$ cat src/rtl/sensor_frame_packer.sv
// Snapshots DHT11/DS18B20 readings, converts them to decimal ASCII and streams one text frame
// over a valid/ready byte interface. Define FRAME_CHK_EN to append a two-digit hex XOR of the frame.
module sensor_frame_packer #(
  parameter int unsigned PERIOD_CYCLES = 50_000_000,
  parameter int unsigned CNT_W         = 32
) (
  input  logic              clk,
  input  logic              rst,
  input  logic              start,
  input  logic [39:0]       dht11_data,
  input  logic [11:0]       ds18b20_data,
  output logic [7:0]        tx_data,
  output logic              tx_valid,
  input  logic              tx_ready,
  output logic              busy,
  output logic              chk_err,
  output logic [7:0]        drop_cnt
);

`ifdef FRAME_CHK_EN
  localparam logic [4:0] LAST_IDX = 5'd22;
`else
  localparam logic [4:0] LAST_IDX = 5'd20;
`endif
  localparam logic [CNT_W-1:0] CNT_LAST = (PERIOD_CYCLES == 32'd0) ? '0 : CNT_W'(PERIOD_CYCLES - 32'd1);

  typedef enum logic [1:0] {IDLE = 2'd0, LATCH = 2'd1, CONV = 2'd2, SEND = 2'd3} state_t;

  state_t            state_r;
  logic [CNT_W-1:0]  cnt_r;
  logic [4:0][29:0]  lane_r;   // per lane: {bcd[15:0], binary[13:0]}
  logic [3:0]        step_r;
  logic [4:0]        idx_r;
  logic [4:0]        sel_idx_s;
  logic [7:0]        byte_s;
  logic [13:0]       frac_s;
  logic              auto_s;
  logic              trig_s;
  logic              xfer_s;
`ifdef FRAME_CHK_EN
  logic [7:0]        xor_r;
  logic [7:0]        xor_s;
`endif

  function automatic logic checksum_ok(input logic [39:0] w);
    logic [7:0] sum;
    sum = w[39:32] + w[31:24] + w[23:16] + w[15:8];
    return (sum == w[7:0]);
  endfunction

  function automatic logic [29:0] dabble(input logic [29:0] s);
    logic [29:0] t;
    t = s;
    for (int d = 0; d < 4; d++) begin
      if (t[14 + 4*d +: 4] >= 4'd5) t[14 + 4*d +: 4] = t[14 + 4*d +: 4] + 4'd3;
      else                          t[14 + 4*d +: 4] = t[14 + 4*d +: 4];
    end
    return {t[28:0], 1'b0};
  endfunction

  function automatic logic [7:0] digit(input logic bad, input logic [3:0] d);
    return bad ? 8'h2D : {4'h3, d};
  endfunction

`ifdef FRAME_CHK_EN
  function automatic logic [7:0] hex_ascii(input logic [3:0] n);
    return (n < 4'd10) ? {4'h3, n} : (8'h37 + {4'h0, n});
  endfunction
`endif

  // Trigger sources and handshake qualifier
  always_comb begin
    auto_s = 1'b0;
    if (PERIOD_CYCLES != 32'd0) auto_s = (cnt_r == CNT_LAST);
    else                        auto_s = 1'b0;
    trig_s = start | auto_s;
    xfer_s = tx_valid & tx_ready;
    frac_s = {10'd0, ds18b20_data[3:0]} * 14'd625;
  end

  // Index of the byte to load next: 0 when entering SEND, else the one after the current byte
  always_comb begin
    sel_idx_s = 5'd0;
    if (state_r == SEND) sel_idx_s = idx_r + 5'd1;
    else                 sel_idx_s = 5'd0;
  end

`ifdef FRAME_CHK_EN
  // XOR including the byte being accepted, frozen once the checksum digits are reached
  always_comb begin
    xor_s = xor_r;
    if (idx_r < 5'd19) xor_s = xor_r ^ tx_data;
    else               xor_s = xor_r;
  end
`endif

  // Frame byte lookup from the converted BCD lanes
  always_comb begin
    byte_s = 8'h00;
    case (sel_idx_s)
      5'd0:  byte_s = 8'h48;
      5'd1:  byte_s = digit(chk_err, lane_r[0][25:22]);
      5'd2:  byte_s = digit(chk_err, lane_r[0][21:18]);
      5'd3:  byte_s = digit(chk_err, lane_r[0][17:14]);
      5'd4:  byte_s = 8'h54;
      5'd5:  byte_s = digit(chk_err, lane_r[1][25:22]);
      5'd6:  byte_s = digit(chk_err, lane_r[1][21:18]);
      5'd7:  byte_s = digit(chk_err, lane_r[1][17:14]);
      5'd8:  byte_s = 8'h2E;
      5'd9:  byte_s = digit(chk_err, lane_r[4][17:14]);
      5'd10: byte_s = 8'h44;
      5'd11: byte_s = digit(1'b0, lane_r[2][25:22]);
      5'd12: byte_s = digit(1'b0, lane_r[2][21:18]);
      5'd13: byte_s = digit(1'b0, lane_r[2][17:14]);
      5'd14: byte_s = 8'h2E;
      5'd15: byte_s = digit(1'b0, lane_r[3][29:26]);
      5'd16: byte_s = digit(1'b0, lane_r[3][25:22]);
      5'd17: byte_s = digit(1'b0, lane_r[3][21:18]);
      5'd18: byte_s = digit(1'b0, lane_r[3][17:14]);
`ifdef FRAME_CHK_EN
      5'd19: byte_s = hex_ascii(xor_s[7:4]);
      5'd20: byte_s = hex_ascii(xor_s[3:0]);
      5'd21: byte_s = 8'h0D;
      5'd22: byte_s = 8'h0A;
`else
      5'd19: byte_s = 8'h0D;
      5'd20: byte_s = 8'h0A;
`endif
      default: byte_s = 8'h00;
    endcase
  end

  // Free-running period counter, independent of the frame state
  always_ff @(posedge clk or posedge rst) begin
    if (rst)                          cnt_r <= '0;
    else if (PERIOD_CYCLES == 32'd0)  cnt_r <= '0;
    else if (auto_s)                  cnt_r <= '0;
    else                              cnt_r <= cnt_r + CNT_W'(1);
  end

  // Saturating count of triggers that arrive while a frame is in progress
  always_ff @(posedge clk or posedge rst) begin
    if (rst)                                                  drop_cnt <= 8'd0;
    else if (trig_s && state_r != IDLE && drop_cnt != 8'hFF)  drop_cnt <= drop_cnt + 8'd1;
    else                                                      drop_cnt <= drop_cnt;
  end

  // Frame sequencer: capture, five parallel 14-step double-dabble lanes, then byte streaming
  always_ff @(posedge clk or posedge rst) begin
    if (rst) begin
      state_r  <= IDLE;
      lane_r   <= '0;
      step_r   <= 4'd0;
      idx_r    <= 5'd0;
      tx_data  <= 8'h00;
      tx_valid <= 1'b0;
      busy     <= 1'b0;
      chk_err  <= 1'b0;
`ifdef FRAME_CHK_EN
      xor_r    <= 8'h00;
`endif
    end else begin
      case (state_r)
        IDLE: begin
          if (trig_s) begin
            state_r <= LATCH;
            busy    <= 1'b1;
          end
        end
        LATCH: begin
          chk_err   <= ~checksum_ok(dht11_data);
          lane_r[0] <= {22'd0, dht11_data[39:32]};
          lane_r[1] <= {22'd0, dht11_data[23:16]};
          lane_r[2] <= {22'd0, ds18b20_data[11:4]};
          lane_r[3] <= {16'd0, frac_s};
          lane_r[4] <= {22'd0, dht11_data[15:8]};
          step_r    <= 4'd0;
          state_r   <= CONV;
        end
        CONV: begin
          for (int k = 0; k < 5; k++) lane_r[k] <= dabble(lane_r[k]);
          step_r <= step_r + 4'd1;
          if (step_r == 4'd13) begin
            state_r  <= SEND;
            idx_r    <= 5'd0;
            tx_data  <= byte_s;
            tx_valid <= 1'b1;
`ifdef FRAME_CHK_EN
            xor_r    <= 8'h00;
`endif
          end
        end
        SEND: begin
          if (xfer_s) begin
            if (idx_r == LAST_IDX) begin
              state_r  <= IDLE;
              tx_valid <= 1'b0;
              tx_data  <= 8'h00;
              busy     <= 1'b0;
            end else begin
              idx_r   <= idx_r + 5'd1;
              tx_data <= byte_s;
`ifdef FRAME_CHK_EN
              xor_r   <= xor_s;
`endif
            end
          end
        end
        default: state_r <= IDLE;
      endcase
    end
  end

endmodule
$ cat config.mk
export PLATFORM = sky130hd
export DESIGN_NAME = sensor_frame_packer
export DESIGN_NICKNAME = d
export VERILOG_FILES = /design/src/rtl/sensor_frame_packer.sv
export SDC_FILE = /design/constraint.sdc
export NUM_CORES = 1
export LEC_CHECK = 0
export CORE_ASPECT_RATIO = 2
export CORE_MARGIN = 4
export CORE_UTILIZATION = 60
export DETAILED_ROUTE_END_ITERATION = 12
export PLACE_DENSITY_LB_ADDON = 0.2
export REMOVE_ABC_BUFFERS = 1
export SKIP_LAST_GASP = 1
export SLEW_MARGIN = 20
export SYNTH_ARGS = -nofsm -noshare
export SYNTH_HDL_FRONTEND = slang
export SYNTH_SLANG_ARGS = --single-unit
$ cat constraint.sdc
create_clock -name clk -period 14.2 [get_ports clk]
set_input_delay 2.13 -clock clk [delete_from_list [all_inputs] [get_ports clk]]
set_output_delay 2.13 -clock clk [all_outputs]
set_load 0.02 [all_outputs]
==> results.yml <==
grt:
  antenna_found_initial: 0
  grt_pass1_wl_um: 43700
  grt-ovfl-total: 0
  grtUsageTotal_pct: 26.4
  grt_max_degree: 130
  grt_pass1_vias: 9212
yosys:
  synth_top_area_share_pct: 42.7
  synth_compound_area_share_pct: 16.8
  muxShareOfSynthArea_pct: 4.35
  synthesis.area_mm2: 0.0110
  synth_cell_types: 64
  synth-seq-cells: 187
  synthTopCellsByArea: "dfrtp_1 (43%), ha_1 (6.8%), a21oi_1 (4.6%)"
  synth_edf_count: 0
  avgSynthCellArea_um2: 9.44
  synth_xor_area_share_pct: 6.79
  synth_fa_ha_area_share_pct: 9.95
  synthSimpleGateAreaFrac_pct: 13.9
  synthArstFlopShare_pct: 100
  seq_area_frac_synth_pct: 42.7
  yosysWarnings: 0
  synth-main-ff-cell: "dfrtp_1"
  synth.largest_area_cell: "dfrtp_1"
  synthCells: 1162
  synth_top_family_by_area: "compound AO/OA/AOI/OAI gates"
sta:
  setup_tns_ns: 0
  rsz0062_at_grt: "false"
  hold_viol_final: 0
  layout_min_cycle_time_ns: 5.00
  fin_crit_sh_pct: 35.2
  tightestPinTransition_ns: 1.01
  setup_violations: 0
  clock_skew_ns: 0.00881
  clock.fmax_mhz: 200
  slew_violations: 0
  worst_slack_ns: 9.20
  max-slew-margin-rel_pct: 32.9
power:
  p_clk_share_pct: 22.6
  cell_internal_pwr_mw: 1.26
  power_density_mw_per_mm2: 172
  vdd_ir_drop_max_v: 0.000179
  leakagePower_nw: 5.29
  pwr-share-seq_pct: 34.0
  swShare_pct: 41.2
  combPwrFrac_pct: 43.4
  power.switching_mw: 0.883
setup_path:
  reg2regPathDepth: 7
  crit_top_cell: "fa_1"
  crit_fanout: 2
  end_kind: "register"
  crit_arrival_ns: 5.30
  ff2ff_setup_slack_ns: 10.91
  crit-reg2reg-launch: "cnt_r[29]"
  cpMaxStageDelayCell: "fa_1"
  reg2reg_to: "state_r[1]"
  required_ns: 14.51
  path_cells: "clkdlybuf4s50_1, fa_1, inv_1, fa_1, inv_1, ha_1, fa_1, a21oi_1, o21bai_1, a21o_1, a21oi_1, xnor2_1, a31oi_1"
  startpoint_type: "input pin"
  critical_path_class: "input pin to register"
  slowest_delay_ns: 0.57
floorplanning:
  die_h_um: 199
  ios: 75
  row_count: 69
  coreArea_mm2: 0.0179
  initial_core_util_pct: 61.4
  dieArea_mm2: 0.0206
  die_w_um: 104
route:
  post_drt_wl_per_cell_um: 18.6
  routed-via-count: 8782
  routed_wl_um: 26600
  ant_nets: 0
  vias_per_cell: 6.13
  dr.pass1.iters: 5
  drc: 0
  drt_iter0_drc: 485
final_layout:
  syn_to_final_growth_pct: 13.5
  regArea_mm2: 0.00468
  n_fill_cell: 1375
  nets: 1340
  final_cell_mix: "dfrtp_1 (187), inv_1 (100), a21oi_1 (100), nor2_1 (93), clkdlybuf4s50_1 (73)"
  final_common_cell: "dfrtp_1"
  antenna_cells_inserted: 0
  multi_input_area_mm2: 0.00571
  drive_gt1_share_pct: 4.51
min_path:
  hold_end: "cnt_r[31]"
  hold_class: "register to register"
  hold_path_startpoint: "cnt_r[31]"
  worst_hold_path.num_cells: 1
clocking:
  clk_pin_slew_ns: 0.07
  numCtsBuffers: 17
  clock_sinks: 187
  clock-root-buffer: "clkbuf_16"
  clk_path_buf_depth: 2
  h-tree-depth: 4
  cts_resized: 0
  hold_buffers: 0
  cts_tree: "done"
  post-cts-setup-buffer-count: 0
  clk_latency_ns: 0.44
placement:
  dpl_worst_slack_ns: 8.76
  gp_congestion: 0.950
  port_buffers: 73
  hpwl_um: 19500
outcome:
  status: "finished clean"
flow_run:
  maxCapViolCount: 0
Yosys cell counts (all sizes together) (5+ instances only):
master and n:
dfrtp 187, a21oi 101, inv 101, nor2 93, nand3 62, ha 60
nand2 59, o21ai 58, xnor2 57, o22ai 45, mux2i 42, clkbuf 41
xor2 28, buf 18, nand2b 18, fa 17, a32o 15, o31ai 15
nand4 14, and3 13, nor2b 12, a22oi 10, o32ai 9, a31oi 7
nor3 6, nor3b 6, a21o 5, and2 5, mux2 5, nor4 5
logic make-up (layout without fill, tap and decap cells):
kind of cell	Yosys count	in the layout
AOI/OAI and AO/OA	297	297
DFF	187	187
buffers and inverters	160	217
muxes	47	47
and+or+nand+nor	308	308
other	1	1
xor gates and xnor gates	85	85
adders and majority gates	77	77
cell type report:
type                       instances  area share (%)
timing repair buffer              85            6.59
clock buffer                      20            3.59
sequential                       187            37.6
inverter                         101            3.10
multi-input combinational        815            45.8
tap                              213            2.14
clock inverter                    11            1.17
metal layers:
metal / part of all wire, % / GRT usage, % / routed length (µm)
met1: 35 / 26.4 / 9370
met2: 56 / 51.6 / 14900
met3: 3.2 / 3.62 / 858
met4: 5.5 / 15.8 / 1470
met5: 0 / 0 / 0
worst max-delay path by stage:
stage / from / end / slack, ns / depth (start not counted)
6_report: dht11_data[9] / chk_err / 9.20 / 13
5_1_grt: dht11_data[9] / chk_err / 9.09 / 13
4_1_cts: dht11_data[9] / chk_err / 9.21 / 13
3_5_place_dp: dht11_data[9] / chk_err / 8.76 / 13
3_3_place_gp: dht11_data[9] / chk_err / 8.92 / 13
2_1_floorplan: rst / busy / 6.98 / 1
state kept, by name (all words and copies together) (netlist names):
signal / cells
busy: 1
chk_err: 1
cnt_r: 32
drop_cnt: 8
idx_r: 5
lane_r: 126
state_r: 2
step_r: 4
tx_data: 7
tx_valid: 1
worst max-delay path: cells and delay by family:
family / cells / cell delay [ns]
buffers and inverters: 3 / 0.55
AOI/OAI and AO/OA: 5 / 0.79
adders and majority gates: 4 / 1.71
xor gates and xnor gates: 1 / 0.14
stage by stage:
stage,utilization [%],hold slack (ns),area (µm²),power (mW),instances
5_1_grt,69.7,0.506,12500,2.29,1432
3_5_place_dp,66.4,0.460,11900,1.67,1401
3_3_place_gp,66.4,0.454,11900,1.64,1401
6_report,69.7,0.464,12500,2.14,1432
4_1_cts,69.7,0.468,12500,2.15,1432
2_1_floorplan,-,0.437,10700,1.39,1103
power by group through the flow:
stage	combinational (mW)	clock (mW)	sequential, mW
3_5_place_dp	0.928	0	0.737
3_3_place_gp	0.908	0	0.733
4_1_cts	0.932	0.491	0.728
5_1_grt	1.04	0.514	0.740
6_report	0.930	0.484	0.728
2_1_floorplan	0.649	0	0.738
Power figures use the tool's default switching activity.
